`src/rtl/orion_types.sv`:
```
// Shared Orion core definitions used across pipeline stage boundaries.
package orion_types;

    localparam int PIPE_BUF_DEPTH_DEFAULT = 2;

endpackage

```
`src/rtl/orion_wrap_ctr.sv`:
```
// Modulo-MAX counter: wraps from MAX-1 back to 0 without power-of-2 masking.
module orion_wrap_ctr #(
    parameter int MAX = 2,
    parameter int W   = (MAX > 1) ? $clog2(MAX) : 1
) (
    input  logic         clk,
    input  logic         rst_n,
    input  logic         clr,
    input  logic         inc,
    output logic [W-1:0] val
);

    localparam logic [W-1:0] LAST = W'(MAX - 1);

    // clr wins over inc so a flush always lands the pointer at entry 0
    always_ff @(posedge clk or negedge rst_n) begin
        if (!rst_n) begin
            val <= '0;
        end else if (clr) begin
            val <= '0;
        end else if (inc) begin
            val <= (val == LAST) ? '0 : val + 1'b1;
        end
    end

endmodule

```
`src/rtl/orion_pipe_buf.sv`:
```
// Elastic valid/ready FIFO between Orion core stages, with synchronous flush.
module orion_pipe_buf
    import orion_types::*;
#(
    parameter int DATAW_P   = 32,
    parameter int DEPTH     = PIPE_BUF_DEPTH_DEFAULT,
    parameter int AFULL_LVL = DEPTH - 1,
    parameter int CNTW      = $clog2(DEPTH + 1)
) (
    input  logic               clk,
    input  logic               rst_n,
    input  logic               flush_i,
    input  logic               in_valid_i,
    output logic               in_ready_o,
    input  logic [DATAW_P-1:0] in_data_i,
    output logic               out_valid_o,
    input  logic               out_ready_i,
    output logic [DATAW_P-1:0] out_data_o,
    output logic [CNTW-1:0]    count_o,
    output logic               afull_o
);

    localparam int              PTRW      = (DEPTH > 1) ? $clog2(DEPTH) : 1;
    localparam logic [CNTW-1:0] FULL_CNT  = CNTW'(DEPTH);
    localparam logic [CNTW-1:0] AFULL_CNT = CNTW'(AFULL_LVL);

    logic [DATAW_P-1:0] mem [DEPTH];
    logic [CNTW-1:0]    count;
    logic [PTRW-1:0]    rd_ptr;
    logic [PTRW-1:0]    wr_ptr;
    logic               full;
    logic               empty;
    logic               push;
    logic               pop;

    // Ready looks only at the registered count, so a full buffer refuses
    // input even in a cycle where it is also popping.
    assign full  = (count == FULL_CNT);
    assign empty = (count == '0);
    assign push  = in_valid_i && !full && !flush_i;
    assign pop   = !empty && out_ready_i && !flush_i;

    orion_wrap_ctr #(.MAX(DEPTH), .W(PTRW)) u_wr_ctr (
        .clk   (clk),
        .rst_n (rst_n),
        .clr   (flush_i),
        .inc   (push),
        .val   (wr_ptr)
    );

    orion_wrap_ctr #(.MAX(DEPTH), .W(PTRW)) u_rd_ctr (
        .clk   (clk),
        .rst_n (rst_n),
        .clr   (flush_i),
        .inc   (pop),
        .val   (rd_ptr)
    );

    always_ff @(posedge clk or negedge rst_n) begin
        if (!rst_n) begin
            count <= '0;
        end else if (flush_i) begin
            count <= '0;
        end else if (push && !pop) begin
            count <= count + 1'b1;
        end else if (pop && !push) begin
            count <= count - 1'b1;
        end
    end

    // Storage is deliberately unreset; empty masking hides stale entries.
    always_ff @(posedge clk) begin
        if (push) begin
            mem[wr_ptr] <= in_data_i;
        end
    end

    assign in_ready_o  = !full;
    assign out_valid_o = !empty;
    assign out_data_o  = empty ? '0 : mem[rd_ptr];
    assign count_o     = count;
    assign afull_o     = (count >= AFULL_CNT);

endmodule

```
`config.mk`:
```
export PLATFORM = sky130hd
export DESIGN_NAME = orion_pipe_buf
export DESIGN_NICKNAME = d
export VERILOG_FILES = /design/src/rtl/orion_types.sv /design/src/rtl/orion_wrap_ctr.sv /design/src/rtl/orion_pipe_buf.sv
export SDC_FILE = /design/constraint.sdc
export NUM_CORES = 1
export LEC_CHECK = 0
export BUFFER_PORTS_ARGS = -buffer_cell sky130_fd_sc_hd__buf_2
export CORE_UTILIZATION = 50
export DETAILED_ROUTE_END_ITERATION = 8
export PLACE_DENSITY = 0.77
export REMOVE_ABC_BUFFERS = 1
export SYNTH_ARGS = -nofsm -noshare
export SYNTH_HDL_FRONTEND = slang
export SYNTH_SLANG_ARGS = --single-unit
```
`constraint.sdc`:
```
create_clock -name clk -period 6.2 [get_ports clk]
set_clock_uncertainty 0.2 [all_clocks]
set_input_delay 0 -clock clk [delete_from_list [all_inputs] [get_ports clk]]
set_output_delay 0 -clock clk [all_outputs]
set_load 0.01 [all_outputs]
```
==> out/metrics.yaml, run 1 <==
run_status:
  status: "finished, final reports clean"
hold_path:
  hold_class: "in2reg"
  hold_depth: 2
  hp-start: "in_data_i[11]"
  hold_end: "mem[0][11]$_DFFE_PP_"
worst_setup_path:
  r2r_start: "count_o[1]$_DFFE_PN0P_"
  cp.depth: 6
  path_delay_family: "buffers and inverters"
  rr_worst_depth: 6
  crit_chain: "inv_1 > ha_1 > nor2b_2 > a211oi_1 > a211oi_2 > dlygate4sd3_1"
  worst_ep_required_time_ps: 6210
  cp_max_fo: 17
  max_stage_delay_ps: 630
  cp.arrival_ps: 2610
  r2r_slack_ps: 3600
  crit_path_end_kind: "flip-flop"
  worst_path_max_delay_cell: "ha_1"
  r2r-end: "count_o[1]$_DFFE_PN0P_"
  crit_path_start_kind: "flip-flop"
  worst-path-buf-inv: 2
  critical_path_class: "reg2reg"
finish:
  areaGrowthSynthToFinish_pct: 37.3
  fin_nets: 320
  antenna_cells: 0
  layout-drive-gt1-share_pct: 34.0
synthesis:
  seq_area_frac_synth_pct: 74.9
  syn-instance-count: 163
  ys_types: 20
  yosysWarningCount: 0
  avgSynthCellArea_um2: 16.6
  netlist_area_um2: 2700
  ys_ff_latch: 68
floorplan:
  core_region_area_um2: 5140
  dieArea_um2: 5700
  die_width_um: 75.5
  rows: 26
  io-pin-count: 74
  start_util_pct: 52.5
  die_h_um: 75.5
power_and_ir_drop:
  peakVddDrop_uv: 251
  p_per_area_nw_per_um2: 398
  power_leakage_nw: 1.47
clock_tree:
  cts_sinks: 68
  tritoncts: "built"
  h-tree-depth: 3
  clockBufferDepth: 2
  cts_root_buf: "clkbuf_8"
  clk_pin_slew_ps: 70
  cts_made_buffers: 9
  worst_skew_pair.late_latency_ps: 330
  cts_resized: 0
  post_cts_buffers: 0
timing:
  setup_violations: 0
  slew_violations: 0
  rsz0062_at_grt: "false"
  slew_headroom_pct: 36.6
  tightestPinTransition_ps: 951
  post-route-period-util_pct: 42.0
  min_period_ps: 2600
  fmax_mhz: 384
  hold_viol_final: 0
  fin_setup_tns_ps: 0
  finalWorstSetupSlack_ps: 3600
grt:
  grt_overflow: 0
  grt_start_max_net_pins: 34
  grt_use_total_pct: 19.5
  antenna_found_initial: 0
  grt_first_pass_wirelength_um: 7580
  first_global_vias: 1645
route:
  wl_per_cell_um: 13.9
  ant_nets: 0
  first_pass_iters: 4
  drt_iter0_drc: 118
  dr_total_vias: 1689
  via_per_inst: 4.76
  routed_wl_um: 4930
  drc: 0
place:
  port_buffers: 73
  place_ws_ps: 4130
  gp_congestion: 0.770
  hpwlAfterDp_um: 3010
job:
  maxCapViolations: 0
state kept, by name, summed over array words and instances (netlist names):
| name | flops |
|---|---|
| u_rd_ctr.val | 1 |
| mem | 64 |
| u_wr_ctr.val | 1 |
| count_o | 2 |
worst max path at each step:
stage / from / endpoint / slack [ps]
3_3_place_gp: count_o[0]$_DFFE_PN0P_ / mem[1][7]$_DFFE_PP_ / 4180
3_5_place_dp: count_o[0]$_DFFE_PN0P_ / mem[1][7]$_DFFE_PP_ / 4130
5_1_grt: count_o[1]$_DFFE_PN0P_ / count_o[1]$_DFFE_PN0P_ / 3490
4_1_cts: count_o[1]$_DFFE_PN0P_ / count_o[1]$_DFFE_PN0P_ / 3670
6_report: count_o[1]$_DFFE_PN0P_ / count_o[1]$_DFFE_PN0P_ / 3600
2_1_floorplan: count_o[0]$_DFFE_PN0P_ / mem[1][0]$_DFFE_PP_ / 2210
layout make-up:
cell class / instances / area, um2
Fill cell: 339 / 1430
Inverter: 5 / 18.8
Sequential cell: 68 / 2020
Clock inverter: 6 / 55.1
Clock buffer: 10 / 128
Multi-Input combinational cell: 82 / 626
Tap cell: 70 / 87.6
Timing Repair Buffer: 114 / 768
where the power goes:
| group | switching (mW) | internal [mW] |
|---|---|---|
| Combinational | 0.277 | 0.244 |
| Clock | 0.155 | 0.182 |
| Sequential | 0.0560 | 0.560 |
cell usage after synthesis, drive strengths merged:
library cell   n  area (um2)
edfxtp        64        1920
nor2          35         131
mux2i         32         320
buf            5        32.5
inv            5        18.8
dfrtp          4         100
clkbuf         3        11.3
ha             3        37.5
a211oi         2        20.0
nor2b          2        22.5
xnor2          2        17.5
and3b          1        10.0
mux2           1        15.0
nand2b         1        6.26
nor3           1        5.00
nor3b          1        7.51
xnor3          1        22.5
metal layers:
layer  vias to the layer above  track usage (%)  routed length (um)
met5                         -                0                   0
met1                       810             23.3                2020
met3                         8             6.88                 219
li1                        826                -                   -
met4                         0             7.20                  79
met2                        45             32.9                2610
what timing repair did:
item / 4_1_cts / 5_1_grt
hold endpoints to repair: 72 / 0
setup endpoints to repair: 0 / 0
hold buffers: 38 / 0
metrics by stage:
stage	hold slack (ps)	instance area (um2)	utilization (%)	std cells	power, mW
detailed placement	-389	3140	61.1	301	1.12
global route	174	3710	72.1	355	1.56
global placement	-391	3140	61.1	301	1.11
floorplan	-496	2660	-	155	0.928
CTS	177	3710	72.1	355	1.48
finish	187	3710	72.1	355	1.47
cells in the final DEF, fill, tap and decap left out, drive strengths merged:
cell | Yosys | routed
buf | 5 | 76
edfxtp | 64 | 64
dlygate4sd3 | 0 | 38
nor2 | 35 | 35
mux2i | 32 | 32
clkbuf | 3 | 10
inv | 5 | 5
dfrtp | 4 | 4
clkinv | 0 | 4
ha | 3 | 3
xnor2 | 2 | 2
nor2b | 2 | 2
a211oi | 2 | 2
nand2b | 1 | 1
nor3 | 1 | 1
nor3b | 1 | 1
xnor3 | 1 | 1
mux2 | 1 | 1
and3b | 1 | 1
bufinv | 0 | 1
clkinvlp | 0 | 1
cells by family (layout without fill, tap and decap cells):
kind of cell | count (synthesis) | count (layout) | synth area share [%]
flops | 68 | 68 | 74.9
buf+inv | 13 | 135 | 2.32
xor+xnor | 3 | 3 | 1.48
mux | 33 | 33 | 12.4
simple gates | 41 | 41 | 6.77
compound gates | 2 | 2 | 0.741
fa+ha+maj | 3 | 3 | 1.39
Power figures use the tool's default switching activity.
==> run 2: changes to the inputs <==
- clock period: 6.2 -> 2.4 ns (I/O delays scaled with it)
==> run 2 against run 1 <==
Flip-flop and latch count is the same; routed wire length grew 5.2%; first-iteration DRC count shrank 56%; sequential share of layout area shrank 0.44 points; die area is the same; maximum frequency grew 17%; critical endpoint unchanged.
==> out/metrics.yaml, run 2 (same netlist as run 1, synthesis figures left out) <==
run_status:
  status: "finished, final reports clean"
timing:
  tightestPinTransition_ps: 484  # -467 ps
  finalWorstSetupSlack_ps: 171  # -3430 ps
  setup_violations: 0  # unchanged
  hold_viol_final: 0  # unchanged
  fmax_mhz: 449  # +17%
  post-route-period-util_pct: 92.9  # +51 points
  fin_setup_tns_ps: 0  # unchanged
  min_period_ps: 2230  # -375 ps
  slew_headroom_pct: 67.7  # +31 points
  slew_violations: 0  # unchanged
  rsz0062_at_grt: "false"
route:
  dr_total_vias: 1723  # +2.0%
  ant_nets: 0  # unchanged
  via_per_inst: 4.83  # +1.4%
  first_pass_iters: 4  # unchanged
  drt_iter0_drc: 52  # -56%
  routed_wl_um: 5180  # +5.2%
  wl_per_cell_um: 14.5  # +4.6%
  drc: 0  # unchanged
place:
  dp.cells: 305  # +1.3%
  gp_congestion: 0.675  # -12%
  hpwlAfterDp_um: 3050  # +1.4%
  port_buffers: 73  # unchanged
  dpl_cell_area_um2: 3190  # +1.4%
  place_ws_ps: 454  # -3680 ps
clock_tree:
  cts_sinks: 68  # unchanged
  cts_root_buf: "clkbuf_8"
  cts_made_buffers: 9  # unchanged
  tritoncts: "built"
  worst_skew_pair.late_latency_ps: 320  # about the same
  cts_resized: 0  # unchanged
  h-tree-depth: 3  # unchanged
  clockBufferDepth: 2  # unchanged
  clk_pin_slew_ps: 60  # about the same
finish:
  fin_nets: 324  # +1.3%
  finalNonFillerCells: 357  # +0.56%
  areaGrowthSynthToFinish_pct: 38.4
  fill_cells: 341  # +0.59%
  top_register: "mem"
  largest_register_ffs: 64  # unchanged
  layout-drive-gt1-share_pct: 34.5  # +0.46 points
  layout_commonest_cell: "buf_2"
  antenna_cells: 0  # unchanged
  final_cell_mix: "buf_2 (73), edfxtp_1 (64), dlygate4sd3_1 (38)"
  final_cell_area_um2: 3740  # +0.81%
power_and_ir_drop:
  power_leakage_nw: 1.49  # +1.3%
  switching_power_mw: 1.26  # +160%
  p_per_area_nw_per_um2: 1030  # +160%
  pwr-share-comb_pct: 37.9  # +2.5 points
  pwr-share-clk_pct: 22.0  # -0.8 points
  swShare_pct: 33.0  # -0.16 points
  power.internal_mw: 2.57  # +160%
  p_seq_share_pct: 40.1  # -1.7 points
  total_power_mw: 3.84  # +160%
  peakVddDrop_uv: 714  # +180%
floorplan:
  die_width_um: 75.5  # unchanged
  core_region_area_um2: 5140  # unchanged
  dieArea_um2: 5700  # unchanged
  die_h_um: 75.5  # unchanged
  start_util_pct: 52.5  # unchanged
  rows: 26  # unchanged
  io-pin-count: 74  # unchanged
worst_setup_path:
  crit_chain: "inv_1 > ha_1 > nor2b_4 > mux2_4 > a211oi_2 > dlygate4sd3_1"
  worst_path_max_delay_cell: "dlygate4sd3_1"
  cp.arrival_ps: 2290  # -320 ps
  crit_path_start_kind: "flip-flop"
  crit_path_end_kind: "flip-flop"
  cp_max_fo: 4  # -13
  max_stage_delay_ps: 560  # -70 ps
  worst_ep_required_time_ps: 2460  # -3750 ps
  critical_path_class: "reg2reg"
grt:
  grt_use_total_pct: 19.7  # +0.16 points
  grt_first_pass_wirelength_um: 7660  # +1.1%
  antenna_found_initial: 0  # unchanged
  first_global_vias: 1635  # -0.61%
  grt_start_max_net_pins: 23  # -32%
  grt_overflow: 0  # unchanged
hold_path:
  hold_class: "in2reg"
job:
  maxCapViolations: 0  # unchanged
## run 2: changes by cell type in the layout (fill, tap and decap cells not counted), sizes merged
| cell | delta |
|---|---|
| clkinvlp | -1 |
| buf | +4 |
| clkinv | -1 |
## run 2: cell type report
class | instances | area (um2) | area share (%)
Clock buffer | 10 | 128 | 3.42
Timing Repair Buffer | 118 | 811 | 21.7
Sequential cell | 68 | 2020 | 54.2
Tap cell | 70 | 87.6 | 2.34
Inverter | 5 | 18.8 | 0.502
Multi-Input combinational cell | 82 | 626 | 16.7
Clock inverter | 4 | 42.5 | 1.14
## run 2: critical path, delay by kind of cell, from the launching register on
| family | cells | cell delay (ps) |
|---|---|---|
| mux | 1 | 320 |
| simple gates | 1 | 180 |
| compound gates | 1 | 200 |
| flops | 1 | 350 |
| fa+ha+maj | 1 | 260 |
| buf+inv | 2 | 640 |
## run 2: path summary, 6_finish.rpt
check | end | slack [ps] | startpoint | cells past startpoint
max reg2reg | count_o[1]$_DFFE_PN0P_ | 170 | count_o[0]$_DFFE_PN0P_ | 6
max | count_o[1]$_DFFE_PN0P_ | 170 | count_o[0]$_DFFE_PN0P_ | 6
max in group asynchronous | u_rd_ctr.val$_DFFE_PN0P_ | 1430 | rst_n | 3
min in group asynchronous | count_o[0]$_DFFE_PN0P_ | 370 | rst_n | 3
min | mem[1][14]$_DFFE_PP_ | 190 | in_data_i[14] | 2
min reg2reg | u_wr_ctr.val$_DFFE_PN0P_ | 410 | u_wr_ctr.val$_DFFE_PN0P_ | 2
## run 2: layer usage
layer	global-route usage [%]	vias to the layer above	routed length (um)	part of all wire (%)
met1	22.7	816	2110	41
met2	33.4	63	2760	53
met5	0	-	0	0
li1	-	832	-	-
met4	10.3	0	94	1.8
met3	5.69	12	217	4.2
## run 2: metrics by stage
stage               hold slack, ps  utilization [%]
floorplan                     -496                -
detailed placement            -386             62.0
finish                         193             72.7
global route                   184             72.7
global placement              -389             62.0
CTS                            180             72.7
## run 2: repair_timing
item / in CTS / in global routing
hold endpoints to repair: 72 / 0
buffers inserted: 0 / 0
hold buffers: 38 / 0
## run 2: power by group through the flow
stage | registers [mW] | clock network [mW] | logic [mW]
floorplan | 1.60 | 0 | 0.798
global placement | 1.56 | 0 | 1.36
detailed placement | 1.57 | 0 | 1.39
CTS | 1.54 | 0.849 | 1.45
global route | 1.55 | 0.903 | 1.59
finish | 1.54 | 0.843 | 1.46
==> run 3: changes to the inputs <==
- clock period: 2.4 -> 2.8 ns (I/O delays scaled with it)
==> run 3 against run 2 <==
Global-route usage decreased by 0.57 points; clock power decreased by 14%; sequential power decreased by 17%; final cell count decreased by 0.28%; combinational power decreased by 15%; cell area decreased by 0.74%; highest routed layer unchanged.
==> out/metrics.yaml, run 3 (same netlist as run 1, synthesis figures left out) <==
worst_setup_path:
  worst_ep_required_time_ps: 2580  # +120 ps
  crit_path_start_kind: "flip-flop"
  worst-path-buf-inv: 2  # unchanged
  max_stage_delay_ps: 400  # -160 ps
  cp.depth: 5  # -1
  worst_path_max_delay_cell: "buf_4"
  critical_path_class: "reg2reg"
  crit_path_end_kind: "flip-flop"
  cp.arrival_ps: 1830  # -460 ps
  crit_chain: "inv_1 > ha_1 > nand2b_1 > nor3_2 > buf_4"
  rr_worst_depth: 5  # -1
  cp_max_fo: 32  # +28
  path_delay_family: "buffers and inverters"
route:
  ant_nets: 0  # unchanged
  drc: 0  # unchanged
  first_pass_iters: 4  # unchanged
  wl_per_cell_um: 14.5  # +0.16%
  dr_total_vias: 1704  # -1.1%
  routed_wl_um: 5180  # -0.12%
  drt_iter0_drc: 120  # +130%
  via_per_inst: 4.79  # -0.82%
clock_tree:
  clockBufferDepth: 2  # unchanged
  tritoncts: "built"
  h-tree-depth: 3  # unchanged
  cts_root_buf: "clkbuf_8"
  clk_pin_slew_ps: 60  # about the same
  cts_resized: 0  # unchanged
  cts_made_buffers: 9  # unchanged
  worst_skew_pair.late_latency_ps: 330  # about the same
  cts_sinks: 68  # unchanged
hold_path:
  hold_depth: 4  # +2
  hold_class: "in2reg"
finish:
  largest_register_ffs: 64  # unchanged
  fill_cells: 359  # +5.3%
  areaGrowthSynthToFinish_pct: 37.3
  final_cell_mix: "buf_2 (73), edfxtp_1 (64), dlygate4sd3_1 (37)"
  layout_commonest_cell: "buf_2"
  register_area_um2: 2020  # unchanged
  finalNonFillerCells: 356  # -0.28%
  final_cell_area_um2: 3710  # -0.74%
  layout-drive-gt1-share_pct: 33.9  # -0.58 points
  fin_nets: 322  # -0.62%
  utilization_pct: 72.2  # -0.54 points
  antenna_cells: 0  # unchanged
  top_register: "mem"
  multiInputGateArea_um2: 626  # unchanged
grt:
  first_global_vias: 1610  # -1.5%
  grt_first_pass_wirelength_um: 7490  # -2.3%
  grt_start_max_net_pins: 34  # +48%
  grt_overflow: 0  # unchanged
  antenna_found_initial: 0  # unchanged
  grt_use_total_pct: 19.1  # -0.57 points
timing:
  post-route-period-util_pct: 73.0  # -20 points
  finalWorstSetupSlack_ps: 756  # +585 ps
  fin_setup_tns_ps: 0  # unchanged
  rsz0062_at_grt: "false"
  min_period_ps: 2040  # -185 ps
  slew_headroom_pct: 72.0  # +4.2 points
  setup_violations: 0  # unchanged
  hold_viol_final: 0  # unchanged
  slew_violations: 0  # unchanged
  fmax_mhz: 489  # +9.0%
  tightestPinTransition_ps: 421  # -63.3 ps
floorplan:
  io-pin-count: 74  # unchanged
  core_region_area_um2: 5140  # unchanged
  rows: 26  # unchanged
  die_h_um: 75.5  # unchanged
  start_util_pct: 52.5  # unchanged
  dieArea_um2: 5700  # unchanged
  die_width_um: 75.5  # unchanged
place:
  gp_congestion: 0.749  # +11%
  port_buffers: 73  # unchanged
  hpwlAfterDp_um: 2990  # -2.2%
  place_ws_ps: 789  # +335 ps
  dp.cells: 304  # -0.33%
  dpl_cell_area_um2: 3170  # -0.63%
run_status:
  status: "finished, final reports clean"
power_and_ir_drop:
  power_leakage_nw: 1.48  # -0.90%
  p_per_area_nw_per_um2: 875  # -15%
  peakVddDrop_uv: 586  # -18%
job:
  maxCapViolations: 0  # unchanged
## run 3: cell types whose count changed in the layout (fill, tap and decap cells not counted), sizes merged
cell / change
buf: -1
dlygate4sd3: -1
clkbuf: +1
## run 3: final cells by class
type,count,area share (%)
Sequential cell,68,54.6
Timing Repair Buffer,116,21.1
Multi-Input combinational cell,82,16.9
Clock buffer,11,3.54
Tap cell,70,2.36
Clock inverter,4,1.11
Inverter,5,0.506
## run 3: worst min-delay path, stage by stage
cell      delay, ps
buf_2           120
nor2b_4         140
mux2_4          200
a211oi_2         60
## run 3: per-stage QoR
stage	hold slack, ps	power, mW
2_1_floorplan	-496	2.06
5_1_grt	45.3	3.42
3_5_place_dp	-391	2.49
6_report	39.2	3.24
4_1_cts	19.1	3.26
3_3_place_gp	-389	2.47
## run 3: final timing paths
kind                                             start                       end  slack (ps)
min in group asynchronous                        rst_n  u_wr_ctr.val$_DFFE_PN0P_         370
worst min register to register  count_o[0]$_DFFE_PN0P_    count_o[0]$_DFFE_PN0P_         480
worst min-delay path                        in_valid_i    count_o[1]$_DFFE_PN0P_          40
worst max register to register  count_o[0]$_DFFE_PN0P_       mem[0][9]$_DFFE_PP_         760
max in group asynchronous                        rst_n  u_rd_ctr.val$_DFFE_PN0P_        1830
worst max-delay path            count_o[0]$_DFFE_PN0P_       mem[0][9]$_DFFE_PP_         760
## run 3: repair_timing
action	4_1_cts	5_1_grt
buffers inserted	0	0
hold buffers	37	0
endpoints found under the hold margin	72	0
## run 3: routing by layer
layer / up-vias / GRT usage [%] / share of wire [%] / wire length [um]
li1: 829 / - / - / -
met1: 818 / 23.4 / 42 / 2200
met2: 47 / 31.2 / 52 / 2700
met3: 10 / 5.03 / 3.5 / 182
met4: 0 / 10.5 / 1.8 / 92
met5: - / 0 / 0 / 0
## run 3: power by group
part           internal [mW]  leakage, nW  switching (mW)
Clock                  0.398       0.0859           0.324
Sequential              1.24        0.637          0.0382
Combinational          0.541        0.758           0.702
Total                   2.18         1.48            1.06
